===== src/rtl/fetch_unit_pkg.sv =====
// Shared fetch-stage definitions: widths, reset PC, halt opcode, opcode fields and state type.
// The HALT state is only ever entered when HAP_FETCH_HALT_EN is defined.
package fetch_unit_pkg;

    localparam int          PKG_AW       = 8;
    localparam int          PKG_DW       = 16;
    localparam logic [7:0]  PKG_RESET_PC = 8'h00;
    localparam logic [15:0] HALT_OP      = 16'h0000;

    // 5-bit opcode field, shared with the branch unit
    localparam int         OPC_MSB = 15;
    localparam int         OPC_LSB = 11;
    localparam logic [4:0] OPC_HALT = 5'b00000;
    localparam logic [4:0] OPC_BR   = 5'b10010;
    localparam logic [4:0] OPC_JMP  = 5'b10011;

    typedef enum logic {
        ST_RUN  = 1'b0,
        ST_HALT = 1'b1
    } fetch_state_t;

endpackage


===== src/rtl/fetch_unit_fifo.sv =====
// Prefetch FIFO: power-of-two depth, push/pop/flush, head output forced to zero when empty.
module fetch_unit_fifo #(
    parameter int W     = 24,
    parameter int DEPTH = 2
) (
    input  logic                     i_clk,
    input  logic                     i_rst,
    input  logic                     i_push,
    input  logic                     i_pop,
    input  logic                     i_flush,
    input  logic [W-1:0]             i_data,
    output logic [W-1:0]             o_data,
    output logic [$clog2(DEPTH):0]   o_count,
    output logic                     o_empty
);
    localparam int PW = $clog2(DEPTH);
    localparam int CW = PW + 1;

    logic [W-1:0]  r_mem [DEPTH];
    logic [PW-1:0] r_rd_ptr;
    logic [PW-1:0] r_wr_ptr;
    logic [CW-1:0] r_count;

    always_ff @(posedge i_clk or posedge i_rst) begin
        if (i_rst) begin
            r_rd_ptr <= '0;
            r_wr_ptr <= '0;
            r_count  <= '0;
        end else if (i_flush) begin
            r_rd_ptr <= '0;
            r_wr_ptr <= '0;
            r_count  <= '0;
        end else begin
            if (i_push) r_wr_ptr <= r_wr_ptr + PW'(1);
            if (i_pop)  r_rd_ptr <= r_rd_ptr + PW'(1);
            r_count <= r_count + CW'(i_push) - CW'(i_pop);
        end
    end

    // Storage needs no reset: the head is masked while empty
    always_ff @(posedge i_clk) begin
        if (i_push && !i_flush) r_mem[r_wr_ptr] <= i_data;
    end

    assign o_empty = (r_count == '0);
    assign o_count = r_count;
    assign o_data  = o_empty ? '0 : r_mem[r_rd_ptr];

endmodule


===== src/rtl/fetch_unit.sv =====
// Instruction fetch stage: PC, issue/kill control and run/halt state around a prefetch FIFO.
// Optional HALT-on-zero-word behaviour is enabled with HAP_FETCH_HALT_EN.
module fetch_unit
    import fetch_unit_pkg::*;
#(
    parameter int            AW        = PKG_AW,
    parameter int            DW        = PKG_DW,
    parameter int            BUF_DEPTH = 2,
    parameter logic [AW-1:0] RESET_PC  = AW'(PKG_RESET_PC)
) (
    input  logic          i_clk,
    input  logic          i_rst,
    output logic          o_imem_rd,
    output logic [AW-1:0] o_imem_addr,
    input  logic [DW-1:0] i_imem_data,
    output logic [DW-1:0] o_ir_data,
    output logic [AW-1:0] o_ir_npc,
    output logic          o_ir_valid,
    input  logic          i_ir_ready,
    input  logic          i_redirect,
    input  logic [AW-1:0] i_redirect_pc
);
    localparam int CW = $clog2(BUF_DEPTH) + 1;

    fetch_state_t  r_state;
    fetch_state_t  w_state_nxt;
    logic [AW-1:0] r_pc;
    logic [AW-1:0] r_issued_pc;
    logic          r_inflight;

    logic          w_push;
    logic          w_pop;
    logic          w_issue;
    logic          w_halt_push;
    logic          w_empty;
    logic [CW-1:0] w_count;
    logic [CW:0]   w_occ;
    logic [DW+AW-1:0] w_head;
    logic [AW-1:0] w_push_npc;

    // A redirect kills the response arriving in the same cycle
    assign w_push     = r_inflight && !i_redirect;
    assign w_pop      = o_ir_valid && i_ir_ready;
    assign w_push_npc = r_issued_pc + AW'(1);

`ifdef HAP_FETCH_HALT_EN
    assign w_halt_push = w_push && (i_imem_data == HALT_OP);
`else
    assign w_halt_push = 1'b0;
`endif

    // Counting the same-cycle pop lets the stage sustain one word per cycle
    assign w_occ   = {1'b0, w_count} + (CW+1)'(r_inflight) - (CW+1)'(w_pop);
    assign w_issue = !i_rst && (r_state == ST_RUN) && !i_redirect && !w_halt_push
                     && (w_occ < (CW+1)'(BUF_DEPTH));

    always_comb begin
        w_state_nxt = r_state;
        if (i_redirect) begin
            w_state_nxt = ST_RUN;
        end else if (w_halt_push) begin
            w_state_nxt = ST_HALT;
        end
    end

    always_ff @(posedge i_clk or posedge i_rst) begin
        if (i_rst) begin
            r_state     <= ST_RUN;
            r_pc        <= RESET_PC;
            r_issued_pc <= '0;
            r_inflight  <= 1'b0;
        end else begin
            r_state    <= w_state_nxt;
            r_inflight <= w_issue;
            if (i_redirect) begin
                r_pc <= i_redirect_pc;
            end else if (w_issue) begin
                r_pc        <= r_pc + AW'(1);
                r_issued_pc <= r_pc;
            end
        end
    end

    fetch_unit_fifo #(
        .W     (DW + AW),
        .DEPTH (BUF_DEPTH)
    ) u_fifo (
        .i_clk   (i_clk),
        .i_rst   (i_rst),
        .i_push  (w_push),
        .i_pop   (w_pop),
        .i_flush (i_redirect),
        .i_data  ({i_imem_data, w_push_npc}),
        .o_data  (w_head),
        .o_count (w_count),
        .o_empty (w_empty)
    );

    assign o_imem_rd   = w_issue;
    assign o_imem_addr = r_pc;
    assign o_ir_valid  = !w_empty;
    assign o_ir_data   = w_head[DW+AW-1:AW];
    assign o_ir_npc    = w_head[AW-1:0];

endmodule


===== config.mk =====
export PLATFORM = sky130hd
export DESIGN_NAME = fetch_unit
export DESIGN_NICKNAME = d
export VERILOG_FILES = /design/src/rtl/fetch_unit_pkg.sv /design/src/rtl/fetch_unit_fifo.sv /design/src/rtl/fetch_unit.sv
export SDC_FILE = /design/constraint.sdc
export NUM_CORES = 1
export LEC_CHECK = 0
export ABC_AREA = 1
export CAP_MARGIN = 20
export CORE_ASPECT_RATIO = 1.25
export CORE_MARGIN = 10
export CORE_UTILIZATION = 52
export CTS_CLUSTER_DIAMETER = 100
export DETAILED_ROUTE_END_ITERATION = 10
export GPL_TIMING_DRIVEN = 1
export PLACE_DENSITY = 0.87
export SLEW_MARGIN = 15
export SYNTH_ARGS = -nofsm -noshare
export SYNTH_HDL_FRONTEND = slang
export SYNTH_HIERARCHICAL = 1
export SYNTH_SLANG_ARGS = --single-unit

===== constraint.sdc =====
create_clock -name i_clk -period 3 [get_ports i_clk]
set_input_delay 0.3 -clock i_clk [delete_from_list [all_inputs] [get_ports i_clk]]
set_output_delay 0.3 -clock i_clk [all_outputs]
set_load 0.005 [all_outputs]

; ---- Yosys cells after proc, flatten, opt, wreduce, memory -nomap -nowiden
; Memory sizes are Yosys's and may differ from the RTL's.
; Index checks and enable logic that the tools add are counted.
[op_classes]
bitwise = 1
add_sub_neg = 8
reduce_logical = 13
magnitude_cmp = 1
muxes = 10
[ops]
columns = op, n
row1 = 24-bit 2-to-1 mux, 1
row2 = "8-bit by 1-bit adder with 8-bit output, second input constant", 2
row3 = 8-bit 2-to-1 mux, 2
row4 = 1-bit 2-to-1 mux, 6
row5 = 2-bit nonzero test, 3
row6 = 1-bit logical AND, 5
row7 = 2-bit by 1-bit adder with 3-bit output, 1
row8 = 1-bit zero test, 3
row9 = "3-bit by 2-bit < comparator with 1-bit output, second input constant", 1
row10 = 3-bit by 1-bit subtractor with 3-bit output, 1
row11 = "1-bit adder, second input constant", 2
row12 = 2-bit by 1-bit adder with 2-bit output, 1
row13 = 2-bit zero test, 1
row14 = 2-bit 2-to-1 mux, 1
row15 = 2-bit AND reduction, 1
row16 = 2-bit by 1-bit subtractor with 2-bit output, 1
row17 = 1-bit NOT, 1
[word_totals]
ff_bits = 21
ramBits = 48
memories = 1
output_inout_bits = 34
inputBits = 28
wordCells = 40
[mem_list]
columns = memory, depth, word_bits, rd, rd_clocked_by_memory_dff, wr, line
row1 = u_fifo.r_mem, 2, 24, 1, 0, 1, fetch_unit_fifo.sv:19  ; logic [W-1:0] r_mem [DEPTH];

; ---- Longest topological paths before layout
[depth]
ltp_word = 8
depth_mapped = 14
depth_no_buf = 13

; ---- By module
; Netlist, hierarchy kept.
[by_module_without_submodules]
columns = mod, cells_per_inst, instances, seq_area_each_um2, area_per_inst_um2
row1 = fetch_unit_fifo, 157, 1, 1541.5, 2162.1
row2 = fetch_unit, 146, 1, 425.4, 1112.3

; ---- Worst setup path before layout
; No wires, ideal clock.
[synth_timing]
path_type = reg2out
start = register u_fifo.r_count[1] (netlist: u_fifo/o_count[1])
end = output o_imem_rd
t_required_ns = 2.700
n_path_buf = 2
path_slack_ns = 0.302
t_arrival_ns = 2.398
path_stages_with_launch = 10
cell_sequence = dfrtp_1 nor2_4 buf_6 nor2_1 ha_1 or2_2 fa_1 nand3_2 nor2_4 buf_6
[synth_via]
elab_chain_len = 6
word_cells_on_any_way = 7
cone_classes = add/sub: 2 / order compare: 1 / reduce/logical: 4
[synth_rtl]
columns = item, line
row1 = start: declaration, fetch_unit_fifo.sv:22  ; logic [CW-1:0] r_count;
row2 = start signal: assignment, fetch_unit_fifo.sv:36  ; r_count <= r_count + CW'(i_push) - CW'(i_pop);
row3 = 2-bit zero test, fetch_unit_fifo.sv:45  ; assign o_empty = (r_count == '0);
row4 = via w_empty, fetch_unit.sv:35  ; logic w_empty;
row5 = 1-bit zero test, fetch_unit.sv:101  ; assign o_ir_valid = !w_empty;
row6 = 1-bit logical AND, fetch_unit.sv:43  ; assign w_pop = o_ir_valid && i_ir_ready;
row7 = via w_pop, fetch_unit.sv:32  ; logic w_pop;
row8 = 3-bit by 1-bit subtractor with 3-bit output, fetch_unit.sv:53  ; assign w_occ = {1'b0, w_count} + (CW+1)'(r_inflight) - (CW+1)'(w_pop);
row9 = 3-bit by 2-bit < comparator with 1-bit output, fetch_unit.sv:55  ; && (w_occ < (CW+1)'(BUF_DEPTH));
row10 = 1-bit logical AND, fetch_unit.sv:55
row11 = end: declaration, fetch_unit.sv:13  ; output logic o_imem_rd,
; The timed path passes the listed nets, and every way through them passes these cells.

; ---- Worst setup path after layout
; Ends and elaborated chain as after synthesis.

==> reports/qor.yml <==
finish:
  postLayoutCoreUtil_pct: 67.0
  layout_common_cells: "nand2_1, clkdlybuf4s50_1, edfxtp_1, inv_1, dfrtp_1"
  num_antenna_cells: 0
  drive_gt1_share_pct: 17.6
  layout.nets: 405
  layout_commonest_cell: "nand2_1"
  syn_to_final_growth_pct: 26.2
  fin_cells: 461
pwr:
  comb_power_share_pct: 36.4
  p_per_area_nw_per_um2: 823
  swShare_pct: 33.7
  leakage_nw: 1.64
  power_mw: 3.40
  switchingPower_mw: 1.15
  ir_drop_mv: 0.493
  clockPowerShare_pct: 23.7
  p_int_mw: 2.26
  p_seq_share_pct: 39.9
sta:
  maxSlewViolCount: 0
  fin_skew_ns: 0.00422
  setup_viol: 0
  fin_crit_sh_pct: 95.5
  max_freq_mhz: 349
  rsz0062_at_grt: "no"
  hold_viol: 0
  worst_slew_pin_slew_ns: 1.05
  finalCriticalPeriod_ns: 2.86
  slew_headroom_pct: 30.0
job:
  maxCapViolations: 0
synth:
  synth_top_area_share_pct: 44.0
  seq_area_frac_synth_pct: 60.1
  synth_top_family_by_area: "simple AND/OR/NAND/NOR gates"
  netlist_instances: 303
  synth_top_cells_by_area: "edfxtp_1, dfrtp_1, nand2_1"
  synth_seq_cells: 69
  synth_xor_area_share_pct: 1.87
  yosysWarnings: 6
  synth.avg_cell_area_sq_um: 10.8
  synthDistinctLibCells: 28
  netlist_area_sq_um: 3270
  muxShareOfSynthArea_pct: 0
  synth_compound_area_share_pct: 8.06
  yosysTopAreaCell: "edfxtp_1"
  syn-num-nets: 337
  yosys.area_share.simple_pct: 19.8
  synth_fa_ha_area_share_pct: 2.52
grt:
  grt_pass1_vias: 2427
  grt_max_degree: 28
  grt_usage_pct: 14.0
  grt_pass1_wl_mm: 11.0
  grt-ovfl-total: 0
  antenna_found_initial: 0
clock_network:
  clk_path_buf_depth: 2
  cts_made_buffers: 9
  clk_pin_slew_ns: 0.07
  h-tree-depth: 3
  root_buffer: "clkbuf_8"
  cts_tree: "yes"
  clock_latency_ns: 0.34
  hold_buffers: 0
  cts.sinks: 69
worst_setup_path:
  cp_max_fo: 4
  path_class: "register to output pin"
  cp.required_ns: 2.70
  cpPeakStageDelay_ns: 0.53
  worstSetupEndpointType: "output pin"
  r2r_setup_slack_ns: 0.43
  crit_top_cell: "nor2_4"
  setup.worst_path.start_class: "register"
  crit_slowest_cell: "fa_1"
  worstPathCellList: "nor2_4 > nor2_4 > ha_1 > or2_2 > fa_1 > nand3_2 > nor2_4 > clkdlybuf4s15_1"
  arrival_ns: 2.56
  rr_worst_depth: 11
routing:
  drtAntennaViolNets: 0
  drt-initial-drc-count: 139
  first_pass_iters: 4
  drc: 0
  wl_mm: 6.60
  vias: 2257
  viasPerCell: 4.90
  wire_per_inst_um: 14.3
floorplan:
  num_rows: 32
  fp.dieW_um: 91.0
  start_util_pct: 53.1
  die-area_sq_um: 9890
  core_region_area_sq_um: 6170
  ioPinCount: 62
  dieHeight_um: 109
placed_design:
  gp_congestion: 0.809
  hpwlAfterDp_mm: 4.68
  dp.cells: 444
  io_buffer_count: 61
outcome:
  status: "completed"
min_path:
  hp-class: "input pin to asynchronous set/reset pin"
Yosys cell counts:
cell,number
buf_8,2
xor2_1,4
buf_4,1
o21ai_0,3
nor2_4,2
nand2_2,2
buf_6,5
nand4_1,1
edfxtp_1,48
o21ai_2,5
nand2_1,104
dfrtp_1,21
nor3_1,1
a21oi_2,20
or2_2,1
inv_2,3
nand3_2,7
inv_8,1
inv_1,24
nand3_1,16
a21oi_1,6
nor2_1,13
xnor2_1,3
or2_1,1
buf_12,2
fa_1,1
buf_2,1
ha_1,5
stage by stage:
step / TNS [ns] / area (sq um) / hold slack, ns / worst slack (ns)
finish: 0 / 4130 / 0.212 / 0.136
CTS: 0 / 4130 / 0.202 / 0.0944
global route: 0 / 4130 / 0.240 / 0.0229
detailed placement: -0.263 / 3900 / 0.495 / -0.242
global placement: -0.182 / 3900 / 0.492 / -0.182
floorplan: 0 / 3270 / 0.0661 / 0.302
power by group through the flow:
stage | combinational, mW | sequential [mW] | clock [mW]
final | 1.24 | 1.36 | 0.807
after global routing | 1.40 | 1.38 | 0.860
after CTS | 1.26 | 1.35 | 0.825
after detailed placement | 1.24 | 1.37 | 0
after global placement | 1.19 | 1.37 | 0
after floorplan | 0.837 | 1.32 | 0
flip-flops by register name (all words and copies together) (netlist names):
register,count
r_inflight,1
o_imem_addr,8
u_fifo/r_mem,48
u_fifo/o_count,2
u_fifo/r_wr_ptr,1
r_issued_pc,8
u_fifo/r_rd_ptr,1
final cells by class:
| class | instances | area [sq um] |
|---|---|---|
| clock inverters | 6 | 87.6 |
| clock buffers | 10 | 128 |
| well taps | 85 | 106 |
| flip-flops and latches | 69 | 1970 |
| repair buffers | 68 | 663 |
| multi-input cells | 195 | 1070 |
| fillers | 495 | 2030 |
| inverters | 28 | 113 |
critical path, delay by kind of cell (launching register included):
kind          cells  cell delay, ns
fa+ha+maj         2            0.81
simple gates      5            0.77
flops             1            0.41
buf+inv           1            0.23
path summary, 6_finish.rpt:
kind	startpoint	end
min	i_rst	u_fifo/r_wr_ptr
max in group asynchronous	i_rst	r_issued_pc[7]
min reg2reg	r_issued_pc[7]	r_issued_pc[7]
max reg2reg	u_fifo/o_count[1]	o_imem_addr[2]
min in group i_clk	i_redirect_pc[0]	o_imem_addr[0]
max	u_fifo/o_count[1]	o_imem_rd
logic make-up after synthesis:
kind of cell               Yosys count
xor gates and xnor gates             7
and+or+nand+nor                    148
adders and majority gates            6
AOI/OAI and AO/OA                   34
DFF                                 69
buffers and inverters               39
repair_timing:
item,CTS,global route
setup endpoints to repair,1,1
resized for setup,3,1
buffers inserted,1,0
layer usage:
metal	track usage [%]	vias up	share of wire [%]	routed length, um
met5	0	-	0	0
met4	7.29	0	2.7	175
met3	5.16	16	6.6	433
met2	24.9	60	54	3540
met1	14.2	1050	37	2460
li1	-	1131	-	-
(Power assumes the default switching activity.)
